===== src/rtl/adder.sv =====
// Registered signed adder: C is the (WIDTH+1)-bit sum of A and B,
// loaded every rising clk edge and cleared asynchronously by reset.
module adder #(
    parameter int WIDTH = 4
) (
    input  logic                    clk,
    input  logic                    reset,
    input  logic signed [WIDTH-1:0] A,
    input  logic signed [WIDTH-1:0] B,
    output logic signed [WIDTH:0]   C
);

    logic signed [WIDTH:0] a_ext;
    logic signed [WIDTH:0] b_ext;
    logic signed [WIDTH:0] c_d;
    logic signed [WIDTH:0] c_q;

    // One extra bit after sign extension makes overflow impossible.
    always_comb begin
        a_ext = {A[WIDTH-1], A};
        b_ext = {B[WIDTH-1], B};
        c_d   = a_ext + b_ext;
    end

    always_ff @(posedge clk or posedge reset) begin
        if (reset) begin
            c_q <= '0;
        end else begin
            c_q <= c_d;
        end
    end

    assign C = c_q;

endmodule


===== config.mk =====
export PLATFORM = sky130hd
export DESIGN_NAME = adder
export DESIGN_NICKNAME = d
export VERILOG_FILES = /design/src/rtl/adder.sv
export SDC_FILE = /design/constraint.sdc
export NUM_CORES = 1
export LEC_CHECK = 0
export BUFFER_PORTS_ARGS = -buffer_cell sky130_fd_sc_hd__buf_2
export CAP_MARGIN = 25
export CORE_AREA = 2 2 39 41
export CTS_CLUSTER_DIAMETER = 40
export CTS_CLUSTER_SIZE = 14
export DETAILED_ROUTE_END_ITERATION = 10
export DIE_AREA = 0 0 41 43
export GPL_TIMING_DRIVEN = 0
export SLEW_MARGIN = 20
export SYNTH_ARGS = -nofsm -noshare
export SYNTH_HDL_FRONTEND = slang
export SYNTH_SLANG_ARGS = --single-unit

===== constraint.sdc =====
create_clock -name clk -period 0.8 [get_ports clk]
set_input_delay 0.08 -clock clk [delete_from_list [all_inputs] [get_ports clk]]
set_output_delay 0.08 -clock clk [all_outputs]
set_load 0.01 [all_outputs]

==> run metrics <==
status=finished, violations left; failing checks=negative setup slack; max reg flops=5; Post-synth top cells=5 x dfrtp_1, 5 x inv_1, 4 x ha_1, 2 x xnor2_1; RSZ-0062 raised after global routing=true; Final period util=117%; #FFs+latches synth=5; total of max-cap violations=0; Core Region=1380 um2; TNS Setup=-140 ps; worst setup path start=B[0]; Ant. Diodes=0; main area contributors after synthesis=dfrtp_1 47%, ha_1 19%, fa_1 7.5%, inv_1 7.0%, xnor2_1 6.6%; non-filler cells, final=58; Fmax=1.07 GHz; synth warn=0; DR iter-0 viols=0; Arr. time, crit path=1060 ps; grt ovf=0; final WL=454 um; Yosys cell types=10; Max FO, Critical Path=2; CP Capture Type=flop; syn_nets=37; row count=14; Final Cell Area=434 um2; RD Place Congestion=0.520; synthesis-to-layout area growth=62.9%; ys flop type=dfrtp_1; DP Area=372 um2; TritonCTS clock tree=yes; Mean Syn Cell Area=12.1 um2; DP Cell Count=52; via count=220; FILL cells=156; Post-synth EDFFs=0; Final WS setup=-136 ps; VDD IR max=287 uV; vias in the first global route=226; largest net degree at the start of global routing=6; startpoint types=primary input; die area=1760 um2; first-pass GRT wire length=710 um; routed len/inst=7.83 um; actual slew at the worst max-slew pin=182 ps; I/O Buffers=14; pre-CTS setup slack=-468 ps; CP required=920 ps; Lkg Pwr=0.230 nW; critical path cell sequence=buf_6 -> ha_4 -> inv_2 -> fa_2 -> nor2b_2 -> nor3_1 -> mux2_4; min Tclk post-route=936 ps; Fin. Hold Viols=0; hold crit path type=primary input to flop; HPWL Detailed=382 um; synthesized netlist cell count=22; clock buffer depth=2; Die Span Y=43 um; Syn Std Cell Area=267 um2; final number of max-transition violations=0; clock slew at reported path FFs=40 ps; Post-DRT Antenna Nets=0; clk sink count=5; DR DRC count=0; area leader, netlist=dfrtp_1; async set-or-reset flop fraction in the synthesized netlist=100%; layout cells sized above 1=54.8%; slowest CP cell=fa_2; register area share after synthesis=46.9%; H-tree levels=1; crit-path max cell delay=340 ps; crit path kind=primary input to flop; Util after Layout=31.4%; CTS Buf Count=3; Overall Global Routing Usage=6.72%; Worst slew margin=87.9%; final hold slack=52.5 ps; I/O pin total=15; Yosys top cell area share=46.9%; initial antenna violation count=0; count of nets after finishing=58; CP endpoint=C[4]; Initial Utilization=19.3%; TritonRoute pass-1 iters=1; setup violators final=2; Chip Width=41 um; clock root buffer=clkbuf_4; Design Power=0.782 mW; Via-to-Cell Ratio=3.79; Pwr Density=1800 nW/um2
[cells by family (layout without fill, tap and decap cells)]
| family | Yosys count | count (layout) | share of synthesized area [%] |
|---|---|---|---|
| muxes | 1 | 1 | 4.23 |
| and+or+nand+nor | 2 | 2 | 4.23 |
| DFF | 5 | 5 | 46.9 |
| buffers and inverters | 5 | 25 | 7.04 |
| adders and majority gates | 5 | 5 | 26.3 |
| xor gates and xnor gates | 2 | 2 | 6.57 |
| AOI/OAI and AO/OA | 2 | 2 | 4.69 |
[per-layer routing]
metal,GRT usage [%],wire [um],vias up
li1,-,-,108
met1,3.85,122,102
met2,11.6,291,8
met3,1.57,24,2
met4,10.0,15,0
met5,0,0,-
[cells in the final DEF, fill, tap and decap left out, drive strengths merged]
| master | n |
|---|---|
| nor2b | 1 |
| clkbuf | 4 |
| a21oi | 1 |
| dfrtp | 5 |
| nor3 | 1 |
| buf | 15 |
| xnor2 | 2 |
| ha | 4 |
| inv | 5 |
| a21o | 1 |
| fa | 1 |
| mux2 | 1 |
| dlygate4sd3 | 1 |
[worst max-delay path, delay by kind of cell]
family	cells	cell delay [ps]
buffers and inverters	2	100
adders and majority gates	2	470
and+or+nand+nor	2	160
muxes	1	250
[repair_timing]
action / 4_1_cts / 5_1_grt
pin swaps: 3 / 0
buffers inserted: 1 / 0
setup endpoints to repair: 6 / 7
hold endpoints to repair: 5 / 0
cloned: 0 / 0
resized for setup: 3 / 1
hold buffers: 1 / 0
[worst min-delay path by stage]
| stage | startpoint | end | slack, ps | cells past startpoint |
|---|---|---|---|---|
| finish | A[0] | C[0] | 50 | 2 |
| global route | A[0] | C[0] | 40 | 2 |
| CTS | A[0] | C[0] | 40 | 2 |
| detailed placement | reset | C[3] | -20 | 2 |
| global placement | reset | C[2] | -20 | 2 |
| floorplan | reset | C[0] | -140 | 1 |
[layout make-up]
type                       instances  area [um2]  area share (%)
timing repair buffer              16         100            23.1
multi-input combinational         12         144            33.1
clock buffer                       4        26.3            6.05
tap                               16        20.0            4.61
inverter                           5        18.8            4.32
sequential                         5         125            28.8
[power by group]
group / switching (mW) / internal [mW]
clock network: 0.0991 / 0.188
logic: 0.0868 / 0.109
registers: 0.00683 / 0.292
total: 0.193 / 0.589
(Power assumes the default switching activity.)
